[src/rtl/nonrestoring_divider.sv]
// rtl/nonrestoring_divider.sv - 32-bit signed non-restoring divider (remainder port via DIV_REMAINDER_OUT_EN)
module nonrestoring_divider (
  input  logic        clock,
  input  logic        reset,
  input  logic [31:0] A,
  input  logic [31:0] B,
  input  logic        start,
  output logic [31:0] result,
  output logic        ready,
  output logic        exception
`ifdef DIV_REMAINDER_OUT_EN
  ,
  output logic [31:0] remainder
`endif
);

  localparam logic [1:0] IDLE   = 2'd0;
  localparam logic [1:0] DIVIDE = 2'd1;
  localparam logic [1:0] FIX    = 2'd2;
  localparam logic [1:0] DONE   = 2'd3;

  logic [1:0]  state;
  logic [5:0]  count;
  logic [64:0] sr;
  logic [32:0] b_abs;
  logic        a_neg;
  logic        b_neg;
  logic        div0;

  logic [31:0] a_abs_in;
  logic [32:0] b_abs_in;
  logic [64:0] sr_shift;
  logic [32:0] rem_step;
  logic [64:0] sr_step;
  logic [31:0] quo_fix;
  logic [32:0] rem_fix;

  // Magnitudes are unsigned, so |0x80000000| stays 0x80000000 without overflow
  assign a_abs_in = A[31] ? -A : A;
  assign b_abs_in = {1'b0, (B[31] ? -B : B)};

  // One non-restoring step: shift, then add or subtract |B| on the old remainder sign
  assign sr_shift = {sr[63:0], 1'b0};
  assign rem_step = sr[64] ? (sr_shift[64:32] + b_abs) : (sr_shift[64:32] - b_abs);
  assign sr_step  = {rem_step, sr_shift[31:1], ~rem_step[32]};

  assign quo_fix = (a_neg ^ b_neg) ? -sr[31:0] : sr[31:0];

`ifdef DIV_REMAINDER_OUT_EN
  logic [32:0] rem_pos;
  assign rem_pos = sr[64] ? (sr[64:32] + b_abs) : sr[64:32];
  assign rem_fix = a_neg ? -rem_pos : rem_pos;
`else
  assign rem_fix = sr[64:32];
`endif

  // DONE publishes the finished word; ready is the registered pulse that follows it
  always_ff @(posedge clock or negedge reset) begin
    if (!reset) begin
      state     <= IDLE;
      count     <= 6'd0;
      sr        <= 65'd0;
      b_abs     <= 33'd0;
      a_neg     <= 1'b0;
      b_neg     <= 1'b0;
      div0      <= 1'b0;
      result    <= 32'd0;
      ready     <= 1'b0;
      exception <= 1'b0;
`ifdef DIV_REMAINDER_OUT_EN
      remainder <= 32'd0;
`endif
    end else begin
      ready <= 1'b0;
      if (start) begin
        // A start in any state begins a fresh operation and abandons the current one
        a_neg <= A[31];
        b_neg <= B[31];
        b_abs <= b_abs_in;
        count <= 6'd0;
        if (B == 32'd0) begin
          state <= DONE;
          div0  <= 1'b1;
`ifdef DIV_REMAINDER_OUT_EN
          sr    <= {A[31], A, 32'd0};
`else
          sr    <= 65'd0;
`endif
        end else begin
          state <= DIVIDE;
          div0  <= 1'b0;
          sr    <= {33'd0, a_abs_in};
        end
      end else begin
        case (state)
          DIVIDE: begin
            sr    <= sr_step;
            count <= count + 6'd1;
            if (count == 6'd31) begin
              state <= FIX;
            end
          end
          FIX: begin
            sr    <= {rem_fix, quo_fix};
            state <= DONE;
          end
          DONE: begin
            ready     <= 1'b1;
            result    <= sr[31:0];
            exception <= div0;
`ifdef DIV_REMAINDER_OUT_EN
            remainder <= sr[63:32];
`endif
            state     <= IDLE;
          end
          default: state <= IDLE;
        endcase
      end
    end
  end

endmodule

[config.mk]
export PLATFORM = sky130hd
export DESIGN_NAME = nonrestoring_divider
export DESIGN_NICKNAME = d
export VERILOG_FILES = /design/src/rtl/nonrestoring_divider.sv
export SDC_FILE = /design/constraint.sdc
export NUM_CORES = 1
export LEC_CHECK = 0
export ABC_AREA = 1
export CORE_MARGIN = 5
export CORE_UTILIZATION = 50
export DETAILED_ROUTE_END_ITERATION = 12
export GPL_ROUTABILITY_DRIVEN = 0
export PLACE_DENSITY = 0.82
export SYNTH_ARGS = -nofsm -noshare
export SYNTH_HDL_FRONTEND = slang
export SYNTH_SLANG_ARGS = --single-unit
[constraint.sdc]
create_clock -name clock -period 3.09 [get_ports clock]
set_clock_uncertainty 0.1 [all_clocks]
set_input_delay 0.7725 -clock clock [delete_from_list [all_inputs] [get_ports clock]]
set_output_delay 0.7725 -clock clock [all_outputs]
set_load 0.02 [all_outputs]
==> results.txt, run 1 <==
Status -> finished clean
Wire length per cell -> 16.34 µm
Slowest cell delay on critical path -> 0.39 ns
Setup CP Type -> flop to flop
Startpoint Class -> flop
RSZ-0062 raised after global routing -> yes
Reg2reg start -> b_abs[0]
Final ANT Viol Nets -> 0
Vias in the first global route -> 11.50k
Register area share after synthesis -> 31.29%
Most frequent cells in the layout -> 470 x nand2_1, 178 x inv_1, 170 x nor2_1, 141 x dfrtp_1, 120 x o21ai_0
Top Ports -> 101
Max_cap viols -> 0
Maximum clock frequency -> 324.5 MHz
Footprint of the multi-input gates -> 0.007229 mm²
Critical Path End Type -> flop
Relative slew slack -> 53.73%
Mapped Avg Cell Area -> 6.609 µm²
Fin. Hold Viols -> 0
Finished Layout Cells -> 2151
Final-report setup violation count -> 0
CP most frequent cell -> nand2_1
Routed WL -> 35150 µm
Post-Synthesis Net Count -> 1826
R2r setup slk -> 0.008 ns
Worst Hold Class -> primary input to asynchronous set/reset pin
CTS Sinks -> 142
Mapped cell area -> 0.01135 mm²
Overflow after GRT -> 0
Die Area -> 0.02582 mm²
Worst vdd ir -> 0.4272 mV
Fill count -> 1937
Critical-path cell list -> inv_2 -> ha_4 -> nand3_4 -> nor2_4 -> buf_4 -> nand3_2 -> o21ai_1 -> xor2_1 -> ha_1 -> nand2_2 -> inv_1 -> nand2_1 -> nand2_1 -> o21bai_1 -> a21oi_2 -> nand3b_1 -> nand3_1 -> nand2_1
Initial DRT Pass Iterations -> 6
RR Endpoint -> sr[60]
Synth Register Bits -> 142
Number of cell rows -> 55
First-pass GRT wire length -> 54560 µm
CP arrival -> 3.31 ns
Crit Path Max Fanout -> 5
Dpl ws -> -0.1646 ns
Post-synth top flop -> dfrtp_1
CTS tree -> yes
Tot GR Track Use -> 25.57%
Die H -> 160.7 µm
Cells after DPL -> 2090
EDFF count, synth -> 0
Seq. cell area -> 0.003555 mm²
Ys async rst share -> 100.0%
DRT iter0 DRCs -> 1007
Worst R2R Path Depth -> 18
Initial Utilization -> 50.46%
Port Buffer Count -> 100
Period minus WS final -> 3.082 ns
Leak pwr -> 6.779 nW
PwrDens -> 885.9 mW/mm²
Post-CTS Hold Fix Bufs -> 0
Core ar. -> 0.02250 mm²
Post-DP HPWL -> 25500 µm
Antenna violations before repair -> 1
Skew-Pair Late Insertion Delay -> 0.44 ns
Max Buffers Root-to-Sink -> 2
Clk root buf -> clkbuf_16
Drt drc -> 0
Die W -> 160.7 µm
Fin crit share -> 99.73%
Via Count -> 12.19k
Synth cell types -> 57
P&R area growth vs syn -> 23.28%
Clk slew on worst S/H paths -> 0.07 ns
Slew at the pin with the worst max-slew slack -> 0.6926 ns
Cell at the slowest stage of the critical path -> dfrtp_1
Share of layout cells above drive strength 1 -> 13.72%
Largest net degree at the start of global routing -> 52
Max H-tree Level -> 4
# diodes -> 0
Commonest non-fill, non-tap cell in the layout -> nand2_1
Cells after Synth -> 1718
Slew Limit Fails -> 0
Final #Nets -> 1961
TritonCTS buffer count -> 17
CP required -> 3.32 ns
Setup slack after layout -> 0.008443 ns
Vias per cell -> 5.665
Yosys warns -> 0
[registers in the layout, indices dropped and copies added (netlist names)]
register,cells
count,6
b_neg,1
b_abs,32
ready,1
state,2
div0,1
a_neg,1
result,32
sr,65
exception,1
[cells in the mapped netlist, types with 2 or more instances]
cell type / instances / area (µm²)
a21o_1: 3 / 22.52
a21oi_1: 99 / 495.5
a21oi_2: 4 / 35.03
a22o_1: 2 / 17.52
a22oi_1: 5 / 37.54
a22oi_2: 2 / 25.02
a31oi_1: 14 / 87.58
and2_1: 2 / 12.51
buf_2: 16 / 80.08
buf_4: 3 / 22.52
buf_6: 2 / 22.52
clkbuf_1: 24 / 90.09
dfrtp_1: 142 / 3553
ha_1: 40 / 500.5
inv_1: 184 / 690.7
inv_2: 11 / 41.29
nand2_1: 490 / 1839
nand2_2: 9 / 56.30
nand2_4: 2 / 22.52
nand3_1: 120 / 600.6
nand3_4: 2 / 35.03
nand3b_1: 9 / 67.56
nand4_1: 24 / 150.1
nor2_1: 192 / 720.7
nor2_2: 17 / 106.4
nor2_4: 5 / 56.30
nor2_8: 2 / 40.04
nor3_1: 22 / 110.1
nor3_2: 4 / 40.04
nor4_1: 4 / 25.02
o21a_1: 2 / 15.01
o21ai_0: 130 / 650.6
o21ai_1: 17 / 85.08
o21ai_2: 4 / 35.03
o21bai_1: 7 / 52.55
o22ai_1: 2 / 12.51
o31ai_1: 5 / 37.54
or2_2: 6 / 37.54
xnor2_1: 14 / 122.6
xor2_1: 59 / 516.8
[worst max-delay path, delay by kind of cell, from the launching register on]
family / cells / cell delay, ns
AO/OA/AOI/OAI: 3 / 0.54
XOR/XNOR: 1 / 0.24
adder cells (fa/ha/maj): 2 / 0.50
buffers and inverters: 3 / 0.32
flip-flops: 1 / 0.39
AND/OR/NAND/NOR: 9 / 0.90
[per-stage QoR]
| step | area [µm²] | power [mW] | util, % | TNS [ns] | hold WS, ns |
|---|---|---|---|---|---|
| after floorplan | 11350 | 7.324 | - | 0 | 0.3530 |
| after global placement | 12780 | 9.157 | 56.81 | -0.08968 | 0.3684 |
| after detailed placement | 12780 | 9.325 | 56.81 | -0.4561 | 0.3729 |
| after CTS | 13480 | 11.57 | 59.88 | 0 | 0.2123 |
| after global routing | 14000 | 13.25 | 62.21 | -1.267 | 0.2313 |
| final | 14000 | 12.40 | 62.21 | 0 | 0.1981 |
[layer usage]
metal / track usage (%) / part of all wire [%] / up-vias
met1: 30.05 / 39 / 5616
met2: 44.53 / 50 / 547
met5: 0 / 0.037 / -
met3: 4.799 / 6.6 / 141
met4: 13.18 / 4.9 / 2
li1: - / - / 5880
[where the power goes]
group	switching, mW	internal (mW)	total (mW)
Clock	0.968	1.15	2.12
Sequential	0.630	2.49	3.12
Combinational	4.49	2.67	7.16
[worst max path at each step]
| stage | from | to | slack, ns | cells after the start |
|---|---|---|---|---|
| after detailed placement | b_abs[0] | sr[60] | -0.16 | 18 |
| after floorplan | b_abs[0] | sr[64] | 0.31 | 20 |
| after global placement | b_abs[2] | sr[60] | -0.08 | 18 |
| after global routing | b_abs[1] | sr[64] | -0.17 | 22 |
| after CTS | b_abs[0] | sr[64] | 0.005 | 20 |
| final | b_abs[0] | sr[60] | 0.008 | 18 |
[layout make-up]
class                           count  area share (%)
Clock buffer                       17           3.039
Clock inverter                     15           1.189
Inverter                          196           5.274
Multi-Input combinational cell   1334           51.64
Sequential cell                   142           25.39
Tap cell                          285           2.547
Timing Repair Buffer              162           10.91
[timing repair]
action / 4_1_cts / 5_1_grt
resized for setup: 12 / 106
buffers inserted: 7 / 22
pin swaps: 10 / 53
hold endpoints to repair: 0 / 0
setup endpoints to repair: 12 / 21
gates cloned: 0 / 0
[cell families after synthesis]
group | after synthesis | synth area share (%)
adders and majority gates | 41 | 4.584
AOI/OAI and AO/OA | 306 | 15.00
DFF | 142 | 31.29
buffers and inverters | 242 | 8.430
and+or+nand+nor | 914 | 35.06
xor gates and xnor gates | 73 | 5.631
Power figures use the tool's default switching activity.
==> inputs of run 2 (changes only) <==
--- a/config.mk
+++ b/config.mk
@@ -6,10 +6,12 @@
 export NUM_CORES = 1
 export LEC_CHECK = 0
 export ABC_AREA = 1
+export ABC_CLOCK_PERIOD_IN_PS = 3090
 export CORE_MARGIN = 5
 export CORE_UTILIZATION = 50
 export DETAILED_ROUTE_END_ITERATION = 12
 export GPL_ROUTABILITY_DRIVEN = 0
+export HOLD_SLACK_MARGIN = 0.03
 export PLACE_DENSITY = 0.82
 export SYNTH_ARGS = -nofsm -noshare
 export SYNTH_HDL_FRONTEND = slang
==> results of run 2 <==
Same layout as run 1: the final DEF is identical, and so are final timing and power.
==> inputs of run 3 (changes only) <==
--- a/config.mk
+++ b/config.mk
@@ -6,9 +6,11 @@
 export NUM_CORES = 1
 export LEC_CHECK = 0
 export ABC_AREA = 1
-export ABC_CLOCK_PERIOD_IN_PS = 3090
+export ABC_CLOCK_PERIOD_IN_PS = 3800
+export CORE_ASPECT_RATIO = 1.25
 export CORE_MARGIN = 5
 export CORE_UTILIZATION = 50
+export CTS_BUF_LIST = sky130_fd_sc_hd__clkbuf_2 sky130_fd_sc_hd__clkbuf_4 sky130_fd_sc_hd__clkbuf_8
 export DETAILED_ROUTE_END_ITERATION = 12
 export GPL_ROUTABILITY_DRIVEN = 0
 export HOLD_SLACK_MARGIN = 0.03
==> constraint.sdc (replaced) <==
create_clock -name clock -period 3.8 [get_ports clock]
set_clock_uncertainty 0.1 [all_clocks]
set_input_delay 0.95 -clock clock [delete_from_list [all_inputs] [get_ports clock]]
set_output_delay 0.95 -clock clock [all_outputs]
set_load 0.02 [all_outputs]
==> run 3 against run 2 <==
  * Final area fell by 7.0%
  * Via count shrank 3.1%
  * Hold slack better by 0.19 ns
==> results.txt, run 3 (same netlist as run 1, synthesis figures left out) <==
Wire length per cell -> 15.61 µm
Setup slack after layout -> 0.3899 ns
Fill count -> 2147
Routed WL -> 32870 µm
Setup CP Type -> flop to flop
Skew-Pair Late Insertion Delay -> 0.47 ns
TritonCTS buffer count -> 17
Post-CTS Setup Repair Bufs -> 0
DRT iter0 DRCs -> 950
Antenna violations before repair -> 0
Vias per cell -> 5.609
Post-CTS Hold Fix Bufs -> 0
Drt drc -> 0
Final #Nets -> 1917
Slowest cell delay on critical path -> 0.39 ns
Post-route cell area -> 0.01303 mm²
Top reg by flops -> sr
Sequential group share of total power -> 28.9%
Startpoint Class -> flop
CTS Sinks -> 142
Utilization after layout -> 58.44%
Largest net degree at the start of global routing -> 80
Critical-path cell list -> inv_1 -> ha_1 -> nand3_1 -> nor2_2 -> nand3_1 -> nor3_2 -> nand2_1 -> nand2_1 -> xor2_1 -> ha_1 -> nand2_1 -> inv_1 -> a21oi_1 -> nand2_1 -> a21oi_1 -> nand2_1 -> nand2_1 -> nand3_1 -> a21oi_1
Number of cell rows -> 61
Status -> finished clean
Max FFs per register -> 65
Cell at the slowest stage of the critical path -> dfrtp_1
Period minus WS final -> 3.410 ns
RSZ-0062 raised after global routing -> no
Max Buffers Root-to-Sink -> 2
Max H-tree Level -> 4
CP arrival -> 3.70 ns
Clock share of power -> 14.0%
Final-report setup violation count -> 0
Crit Path Max Fanout -> 5
Initial Utilization -> 50.95%
Share of layout cells above drive strength 1 -> 7.025%
Setup total negative slack -> 0 ns
Critical Path End Type -> flop
Top flop regs -> sr (65), b_abs (32), result (32)
Die H -> 178.5 µm
Finished Layout Cells -> 2105
PwrDens -> 670.7 mW/mm²
Most frequent cells in the layout -> 489 x nand2_1, 191 x nor2_1, 184 x inv_1, 142 x dfrtp_1, 130 x o21ai_0
Dpl ws -> 0.4749 ns
Final ANT Viol Nets -> 0
Final Power -> 8.736 mW
Die W -> 144.8 µm
Overflow after GRT -> 0
Port Buffer Count -> 100
CTS tree -> yes
Post-DP HPWL -> 25750 µm
P&R area growth vs syn -> 14.71%
Slew Limit Fails -> 0
Max_cap viols -> 0
Top Ports -> 101
# diodes -> 0
Sw frac -> 50.32%
Via Count -> 11.81k
Maximum clock frequency -> 293.2 MHz
Core ar. -> 0.02229 mm²
Cells after DPL -> 2073
Fin crit share -> 89.74%
Clk root buf -> clkbuf_8
Worst vdd ir -> 0.3226 mV
Fin. Hold Viols -> 0
Placed Area -> 0.01264 mm²
CP most frequent cell -> nand2_1
Post-CTS resize count -> 0
Initial DRT Pass Iterations -> 5
Clk slew on worst S/H paths -> 0.08 ns
Vias in the first global route -> 11.51k
Commonest non-fill, non-tap cell in the layout -> nand2_1
Worst Hold Class -> flop to flop
Leak pwr -> 6.418 nW
Switch Pwr -> 4.396 mW
CP required -> 4.09 ns
Internal Power -> 4.340 mW
First-pass GRT wire length -> 53710 µm
Logic gate share of total power -> 57.2%
Slew at the pin with the worst max-slew slack -> 0.7366 ns
Relative slew slack -> 50.78%
Die Area -> 0.02584 mm²
WHS -> 0.3893 ns
Tot GR Track Use -> 25.88%
[run 3: changes by cell type in the layout (fill, tap and decap cells not counted), moves of 8 or more]
cell / change
nor2_1: +21
o21ai_0: +10
nor2_4: -8
nand2_1: +19
nand2_2: -17
clkbuf_16: -17
clkbuf_8: +17
nor2_2: -13
o21ai_1: -8
a21oi_1: +16
a21oi_2: -16
buf_4: -36
[run 3: cell type report]
type / instances / area, µm² / area share (%)
clock buffers: 17 / 234.0 / 1.796
clock inverters: 15 / 146.4 / 1.124
inverters: 196 / 738.2 / 5.668
multi-input cells: 1334 / 6849 / 52.58
flip-flops and latches: 142 / 3553 / 27.28
well taps: 283 / 354.1 / 2.719
repair buffers: 118 / 1150 / 8.828
[run 3: metal layers]
metal	GRT usage (%)	up-vias	share of wire, %
li1	-	5759	-
met1	28.74	5416	37
met2	46.46	481	51
met3	4.049	150	6.1
met4	14.35	0	5.7
met5	0	-	0
[run 3: final timing paths]
path | start | endpoint | slack [ns] | cells after the start
max | b_abs[0] | sr[0] | 0.39 | 19
min | result[31] | result[31] | 0.39 | 2
max reg2reg | b_abs[0] | sr[0] | 0.39 | 19
min reg2reg | result[31] | result[31] | 0.39 | 2
max in group asynchronous | reset | sr[18] | 2.34 | 2
min in group asynchronous | reset | sr[55] | 0.40 | 1
[run 3: worst max-delay path, delay by kind of cell, from the launching register on]
family	cells	cell delay, ns
XOR/XNOR	1	0.21
AND/OR/NAND/NOR	11	1.51
flip-flops	1	0.39
AO/OA/AOI/OAI	3	0.52
buffers and inverters	2	0.14
adder cells (fa/ha/maj)	2	0.49
[run 3: power groups by stage]
stage | Clock, mW | Sequential (mW) | Combinational (mW)
after CTS | 1.24 | 2.51 | 4.94
after floorplan | 0 | 2.60 | 3.36
after detailed placement | 0 | 2.53 | 4.92
after global routing | 1.31 | 2.59 | 5.59
after global placement | 0 | 2.52 | 4.79
final | 1.22 | 2.52 | 5.00
